[src/rtl/uart_pkg.sv]
// Shared UART definitions: parity selectors, FSM state encodings and
// elaboration-time helpers. The transmitter uses it now; the receiver will reuse it.
package uart_pkg;

  // Parity selector values for the PARITY parameter
  localparam int PARITY_NONE = 0;
  localparam int PARITY_EVEN = 1;
  localparam int PARITY_ODD  = 2;

  // Frame FSM state encodings
  localparam logic [2:0] ST_IDLE   = 3'd0;
  localparam logic [2:0] ST_START  = 3'd1;
  localparam logic [2:0] ST_DATA   = 3'd2;
  localparam logic [2:0] ST_PARITY = 3'd3;
  localparam logic [2:0] ST_STOP   = 3'd4;

  // clk cycles per bit period
  function automatic int uart_div(input int clk_freq, input int baudrate);
    return clk_freq / baudrate;
  endfunction

  // Counter width able to hold 0..n-1, never narrower than one bit
  function automatic int uart_cnt_width(input int n);
    return (n < 2) ? 1 : $clog2(n);
  endfunction

endpackage

[src/rtl/uart_baud_gen.sv]
// In-domain bit timer: counts 0..DIV-1 while enabled and flags the last cycle
// of each bit period, so every bit lasts exactly DIV clk cycles.
module uart_baud_gen
  import uart_pkg::*;
#(
  parameter int DIV = 16
) (
  input  logic clk,
  input  logic rst_n,
  input  logic en,
  input  logic clr,
  output logic bit_end
);

  localparam int CW = uart_cnt_width(DIV);
  localparam logic [CW-1:0] LAST = CW'(DIV - 1);

  logic [CW-1:0] cnt_reg;
  logic [CW-1:0] cnt_next;

  assign bit_end = en && (cnt_reg == LAST);

  // Next count: wrap at the end of a bit, hold at zero while idle or restarting
  always_comb begin
    cnt_next = cnt_reg;
    if (clr || !en || bit_end) begin
      cnt_next = '0;
    end else begin
      cnt_next = cnt_reg + CW'(1);
    end
  end

  // Counter register
  always_ff @(posedge clk or negedge rst_n) begin
    if (!rst_n) begin
      cnt_reg <= '0;
    end else begin
      cnt_reg <= cnt_next;
    end
  end

endmodule

[src/rtl/uart_tx_fifo.sv]
// UART transmitter with an input FIFO (valid/ready), optional even/odd parity
// and one or two stop bits. Everything runs on clk; bit timing comes from
// uart_baud_gen. Frames queued in the FIFO are sent back to back.
module uart_tx_fifo
  import uart_pkg::*;
#(
  parameter int CLK_FREQ   = 50000000,
  parameter int BAUDRATE   = 9600,
  parameter int DATA_WIDTH = 8,
  parameter int PARITY     = 0,
  parameter int STOP_BITS  = 1,
  parameter int FIFO_DEPTH = 4
) (
  input  logic                          clk,
  input  logic                          rst_n,
  input  logic [DATA_WIDTH-1:0]         tx_data,
  input  logic                          tx_valid,
  output logic                          tx_ready,
  output logic                          line,
  output logic                          busy,
  output logic [$clog2(FIFO_DEPTH):0]   fifo_count
);

  localparam int DIV = uart_div(CLK_FREQ, BAUDRATE);
  localparam int AW  = $clog2(FIFO_DEPTH);
  localparam int BW  = $clog2(DATA_WIDTH + 1);
  localparam logic [BW-1:0] LAST_BIT   = BW'(DATA_WIDTH - 1);
  localparam logic [AW:0]   FULL_COUNT = (AW + 1)'(FIFO_DEPTH);
  localparam logic          STOP_LAST  = (STOP_BITS == 2) ? 1'b1 : 1'b0;

  // Reject parameter sets the frame logic cannot honour
  generate
    if (DIV < 2) begin : g_err_div
      $error("uart_tx_fifo: CLK_FREQ/BAUDRATE must be at least 2");
    end
    if (DATA_WIDTH < 5 || DATA_WIDTH > 9) begin : g_err_width
      $error("uart_tx_fifo: DATA_WIDTH must be 5..9");
    end
    if (PARITY != PARITY_NONE && PARITY != PARITY_EVEN && PARITY != PARITY_ODD) begin : g_err_parity
      $error("uart_tx_fifo: PARITY must be 0, 1 or 2");
    end
    if (STOP_BITS != 1 && STOP_BITS != 2) begin : g_err_stop
      $error("uart_tx_fifo: STOP_BITS must be 1 or 2");
    end
    if (FIFO_DEPTH < 2 || (FIFO_DEPTH & (FIFO_DEPTH - 1)) != 0) begin : g_err_depth
      $error("uart_tx_fifo: FIFO_DEPTH must be a power of 2, at least 2");
    end
  endgenerate

  // ---------------- input FIFO ----------------
  // Tiny queue: plain register array with combinational head read so the FSM
  // can latch the head word on the same edge it pops it.
  logic [DATA_WIDTH-1:0] mem_reg [FIFO_DEPTH];
  logic [AW-1:0]         wr_ptr_reg;
  logic [AW-1:0]         rd_ptr_reg;
  logic [AW:0]           count_reg;
  logic [AW:0]           count_next;
  logic                  full;
  logic                  empty;
  logic                  push;
  logic                  pop;
  logic [DATA_WIDTH-1:0] head_word;
  logic                  head_parity;

  assign full      = (count_reg == FULL_COUNT);
  assign empty     = (count_reg == '0);
  assign push      = tx_valid && !full;
  assign head_word = mem_reg[rd_ptr_reg];
  // Odd selector inverts the XOR; the even form is also harmless when parity is off
  assign head_parity = (PARITY == PARITY_ODD) ? ~^head_word : ^head_word;

  // Occupancy update; simultaneous push and pop leave it unchanged
  always_comb begin
    count_next = count_reg;
    case ({push, pop})
      2'b10:   count_next = count_reg + (AW + 1)'(1);
      2'b01:   count_next = count_reg - (AW + 1)'(1);
      default: count_next = count_reg;
    endcase
  end

  // Storage write; contents need no reset because count gates every read
  always_ff @(posedge clk) begin
    if (push) begin
      mem_reg[wr_ptr_reg] <= tx_data;
    end
  end

  // Pointers and occupancy; power-of-2 depth lets the pointers wrap naturally
  always_ff @(posedge clk or negedge rst_n) begin
    if (!rst_n) begin
      wr_ptr_reg <= '0;
      rd_ptr_reg <= '0;
      count_reg  <= '0;
    end else begin
      if (push) wr_ptr_reg <= wr_ptr_reg + AW'(1);
      if (pop)  rd_ptr_reg <= rd_ptr_reg + AW'(1);
      count_reg <= count_next;
    end
  end

  // ---------------- bit timer ----------------
  logic [2:0] state_reg;
  logic [2:0] state_next;
  logic       bit_end;
  logic       baud_clr;

  uart_baud_gen #(
    .DIV (DIV)
  ) u_baud (
    .clk     (clk),
    .rst_n   (rst_n),
    .en      (state_reg != ST_IDLE),
    .clr     (baud_clr),
    .bit_end (bit_end)
  );

  // ---------------- frame FSM ----------------
  logic [DATA_WIDTH-1:0] shift_reg;
  logic [DATA_WIDTH-1:0] shift_next;
  logic                  par_reg;
  logic                  par_next;
  logic [BW-1:0]         bit_cnt_reg;
  logic [BW-1:0]         bit_cnt_next;
  logic                  stop_cnt_reg;
  logic                  stop_cnt_next;
  logic                  line_reg;
  logic                  line_next;

  // Next-state logic; a frame start (from IDLE or straight out of STOP) pops the
  // head word, latches it with its parity and drives the start bit
  always_comb begin
    state_next    = state_reg;
    shift_next    = shift_reg;
    par_next      = par_reg;
    bit_cnt_next  = bit_cnt_reg;
    stop_cnt_next = stop_cnt_reg;
    line_next     = line_reg;
    pop           = 1'b0;
    baud_clr      = 1'b0;
    case (state_reg)
      ST_IDLE: begin
        line_next = 1'b1;
        if (!empty) begin
          pop        = 1'b1;
          baud_clr   = 1'b1;
          shift_next = head_word;
          par_next   = head_parity;
          line_next  = 1'b0;
          state_next = ST_START;
        end
      end
      ST_START: begin
        if (bit_end) begin
          line_next    = shift_reg[0];
          shift_next   = shift_reg >> 1;
          bit_cnt_next = '0;
          state_next   = ST_DATA;
        end
      end
      ST_DATA: begin
        if (bit_end) begin
          if (bit_cnt_reg == LAST_BIT) begin
            if (PARITY != PARITY_NONE) begin
              line_next  = par_reg;
              state_next = ST_PARITY;
            end else begin
              line_next     = 1'b1;
              stop_cnt_next = 1'b0;
              state_next    = ST_STOP;
            end
          end else begin
            line_next    = shift_reg[0];
            shift_next   = shift_reg >> 1;
            bit_cnt_next = bit_cnt_reg + BW'(1);
          end
        end
      end
      ST_PARITY: begin
        if (bit_end) begin
          line_next     = 1'b1;
          stop_cnt_next = 1'b0;
          state_next    = ST_STOP;
        end
      end
      ST_STOP: begin
        if (bit_end) begin
          if (stop_cnt_reg == STOP_LAST) begin
            if (!empty) begin
              pop        = 1'b1;
              baud_clr   = 1'b1;
              shift_next = head_word;
              par_next   = head_parity;
              line_next  = 1'b0;
              state_next = ST_START;
            end else begin
              line_next  = 1'b1;
              state_next = ST_IDLE;
            end
          end else begin
            stop_cnt_next = 1'b1;
          end
        end
      end
      default: begin
        line_next  = 1'b1;
        state_next = ST_IDLE;
      end
    endcase
  end

  // FSM and datapath registers; reset forces the line idle and aborts any frame
  always_ff @(posedge clk or negedge rst_n) begin
    if (!rst_n) begin
      state_reg    <= ST_IDLE;
      shift_reg    <= '0;
      par_reg      <= 1'b0;
      bit_cnt_reg  <= '0;
      stop_cnt_reg <= 1'b0;
      line_reg     <= 1'b1;
    end else begin
      state_reg    <= state_next;
      shift_reg    <= shift_next;
      par_reg      <= par_next;
      bit_cnt_reg  <= bit_cnt_next;
      stop_cnt_reg <= stop_cnt_next;
      line_reg     <= line_next;
    end
  end

  assign tx_ready   = !full;
  assign line       = line_reg;
  assign busy       = (state_reg != ST_IDLE);
  assign fifo_count = count_reg;

endmodule

[config.mk]
export PLATFORM = sky130hd
export DESIGN_NAME = uart_tx_fifo
export DESIGN_NICKNAME = d
export VERILOG_FILES = /design/src/rtl/uart_pkg.sv /design/src/rtl/uart_baud_gen.sv /design/src/rtl/uart_tx_fifo.sv
export SDC_FILE = /design/constraint.sdc
export NUM_CORES = 1
export LEC_CHECK = 0
export BUFFER_PORTS_ARGS = -buffer_cell sky130_fd_sc_hd__buf_2
export CELL_PAD_IN_SITES_DETAIL_PLACEMENT = 0
export CELL_PAD_IN_SITES_GLOBAL_PLACEMENT = 1
export CORE_ASPECT_RATIO = 0.7
export CORE_MARGIN = 2
export CORE_UTILIZATION = 50
export CTS_CLUSTER_SIZE = 16
export DETAILED_ROUTE_END_ITERATION = 6
export PLACE_DENSITY_LB_ADDON = 0.1
export SLEW_MARGIN = 30
export SYNTH_ARGS = -nofsm -noshare
export SYNTH_HDL_FRONTEND = slang
export SYNTH_SLANG_ARGS = --single-unit
[constraint.sdc]
create_clock -name clk -period 2.9 [get_ports clk]
set_input_delay 0.145 -clock clk [delete_from_list [all_inputs] [get_ports clk]]
set_output_delay 0.145 -clock clk [all_outputs]
set_load 0.02 [all_outputs]
==> impl_metrics.csv <==
group,metric,value,unit
placement,gp_congestion,0.787,
cts,post_cts_resized,0,
synth,yosys.area.top_type,"edfxtp_1",
route,wl_per_cell,16.3,µm
synth,synth_top_area_share,31.4,%
critical_path,worst_ep_required_time,3.16,ns
worst_hold_path,hp-class,"primary input to flop",
synth,synthSimpleGateAreaFrac,12.7,%
cts,cts.sinks,68,
timing,grt_setup_unrepaired,"false",
timing,max-slew-margin-rel,61.2,%
placement,pre_cts_ws,0.267,ns
die,dieArea,6770,µm²
synth,synth_ff_type,"dfrtp_1",
synth,synth_compound_area_share,5.77,%
synth,ys_ff_latch,68,
route,firstDrtPassIters,4,
route,wl_met1,2980,µm
synth,synth-xor-area-share,4.87,%
cts,clock_latency,0.34,ns
grt,grt_overflow_total,0,
critical_path,crit_type,"flop to flop",
placement,port_buffers,16,
pwr,ir_drop,468,µV
critical_path,crit_fanout,5,
cells_and_area,nNetsFinal,278,
timing,fin_setup_tns,0,ns
grt,gr-usage-all-layers,18.5,%
grt,grt_max_degree,37,
grt,first_global_vias,1816,
timing,whs,0.0235,ns
timing,post-route-min-period,2.62,ns
route,dr_wl_met3,197,µm
route,num_vias,1799,
route,routed-wl-met2,2270,µm
cts,cts_max_level,3,
die,die_x,97.5,µm
timing,final-setup-viol-count,0,
timing,fin_skew,0.00511,ns
cts,cts_buffers,9,
synth,synth_enable_flop_cells,32,
critical_path,cp-end-kind,"flop",
pwr,p_clk_share,33.2,%
die,ios,17,
synth,syn_area,3060,µm²
cts,path_clk_slew,0.07,ns
outcome,status,"finished clean",
route,drt_iter0_markers,71,
synth,ys_warn_count,0,
cells_and_area,drive_above_1_share,20.8,%
timing,setup_ws,0.282,ns
route,routed_wl,5510,µm
timing,worstMarginPinSlew,0.583,ns
critical_path,cp-start-kind,"flop",
synth,netlist_top_cells_count,"35 x dfrtp_1, 32 x edfxtp_1, 20 x nor2_1",
pwr,p_per_area,661,nW/µm²
cts,cts-root-buf,"clkbuf_8",
synth,syn-instance-count,232,
die,start_util,52.6,%
route,ant_nets,0,
route,remaining_drc_errors,0,
pwr,leakage,1.46,nW
cells_and_area,fill_cells,472,
synth,synth_area_per_cell,13.2,µm²
critical_path,arrival,2.88,ns
cts,cts_tree,"done",
route,highest-signal-layer,"met4",
placement,hpwl,3810,µm
die,core_area,5810,µm²
pwr,seq_power_share,52.6,%
cells_and_area,diodes,0,
job,max_cap_viol_count,0,
die,placementRows,23,
timing,fmax,382,MHz
placement,placedCellCount,322,
synth,synthAdderAreaFrac,3.52,%
cells_and_area,areaGrowthSynthToFinish,12.7,%
synth,async_reset_ff_share,52.9,%
timing,drv_slew,0,
route,via_per_inst,5.31,
timing,final.period_utilization,90.3,%
synth,synthMuxAreaShare,9.70,%
pwr,p_sw_share,26.3,%
pwr,p_sw,599,µW
synth,synth_top_family_by_area,"simple AND/OR/NAND/NOR gates",
synth,syn_nets,251,
grt,antenna_found_initial,0,
pwr,power_frac_comb,14.2,%
cts,post_cts_buffers,0,
synth,synth_area_leaders,"edfxtp_1 31%, dfrtp_1 29%, mux4_2 5.9%, mux2i_1 2.9%, ha_1 2.9%",
grt,grt_pass1_wl,9320,µm
synth,synth_cell_type_count,42,
cts,clockBufferDepth,2,
cells_and_area,layout.cells.non_filler,339,
synth,synth_most_common_cell,"dfrtp_1",
synth,synth-seq-area-share,60.9,%
cells_and_area,largest_reg_flops,32,
pwr,p_int,1.68,mW
die,dieHeight,69.4,µm
timing,finalHoldViolCount,0,
==> power by group through the flow <==
| stage | Clock [mW] | Sequential, mW | Combinational [mW] |
|---|---|---|---|
| finish | 0.756 | 1.20 | 0.323 |
| global route | 0.822 | 1.21 | 0.361 |
| CTS | 0.781 | 1.20 | 0.329 |
| detailed placement | 0 | 1.22 | 0.328 |
| global placement | 0 | 1.22 | 0.321 |
| floorplan | 0 | 1.23 | 0.193 |
==> area by class of cell <==
type	instances	area [µm²]	area share [%]
Sequential cell	68	1860	54.1
Clock inverter	5	51.3	1.49
Inverter	9	33.8	0.980
Timing Repair Buffer	24	145	4.21
Multi-Input combinational cell	147	1120	32.4
Clock buffer	11	141	4.10
Tap cell	75	93.8	2.72
==> cells in the final DEF, fill, tap and decap left out, types with 7 or more instances in the layout <==
master / count
o21ai_0: 12
buf_4: 8
nand2_1: 14
ha_1: 7
and3_1: 7
xor2_1: 8
buf_2: 15
edfxtp_1: 32
xnor2_1: 9
dfrtp_1: 35
a21oi_1: 9
nor2_1: 20
nand3_1: 10
mux4_2: 8
mux2i_1: 9
clkbuf_8: 10
inv_1: 9
==> logic make-up (layout without fill, tap and decap cells) <==
group / Yosys count / in the layout
flip-flops: 68 / 68
adder cells (fa/ha/maj): 8 / 8
AO/OA/AOI/OAI: 30 / 30
AND/OR/NAND/NOR: 73 / 73
XOR/XNOR: 17 / 17
buffers and inverters: 17 / 49
multiplexers: 19 / 19
==> worst max-delay path: stages (launching register included) <==
cell,delay (ns)
dfrtp_1,0.43
or4b_1,0.58
o31ai_1,0.25
and2_1,0.24
ha_1,0.20
inv_1,0.06
fa_1,0.37
xor2_1,0.16
nor2_1,0.11
xor2_1,0.15
==> metal layers <==
layer  GRT usage (%)  vias to the layer above
met4            5.86                        0
met2            24.2                       21
li1                -                      902
met3            6.96                        6
met5               0                        -
met1            28.3                      870
==> worst paths after layout <==
path	slack [ns]	from	to	cells past startpoint
worst max-delay path	0.28	u_baud.cnt_reg[7]$_DFF_PN0_	fifo_count[2]$_DFFE_PN0P_	9
worst min-delay path	0.02	tx_data[6]	mem_reg[2][6]$_DFFE_PP_	1
worst max register to register	0.28	u_baud.cnt_reg[7]$_DFF_PN0_	fifo_count[2]$_DFFE_PN0P_	9
worst min register to register	0.46	u_baud.cnt_reg[0]$_DFF_PN0_	u_baud.cnt_reg[0]$_DFF_PN0_	1
max in group asynchronous	2.22	rst_n	line$_DFFE_PN1P_	2
min in group asynchronous	0.31	rst_n	wr_ptr_reg[0]$_DFFE_PN0P_	2
==> what timing repair did <==
item	CTS	global route
hold buffers	1	0
setup endpoints to repair	0	0
endpoints found under the hold margin	35	0
==> stage by stage <==
| step | cell area [µm²] | power (mW) | utilization, % |
|---|---|---|---|
| 5_1_grt | 3450 | 2.40 | 59.3 |
| 6_report | 3450 | 2.28 | 59.3 |
| 3_3_place_gp | 3240 | 1.54 | 55.7 |
| 4_1_cts | 3440 | 2.31 | 59.2 |
| 3_5_place_dp | 3240 | 1.55 | 55.7 |
| 2_1_floorplan | 3060 | 1.42 | - |
No activity file was read; power rests on OpenSTA's default activity.
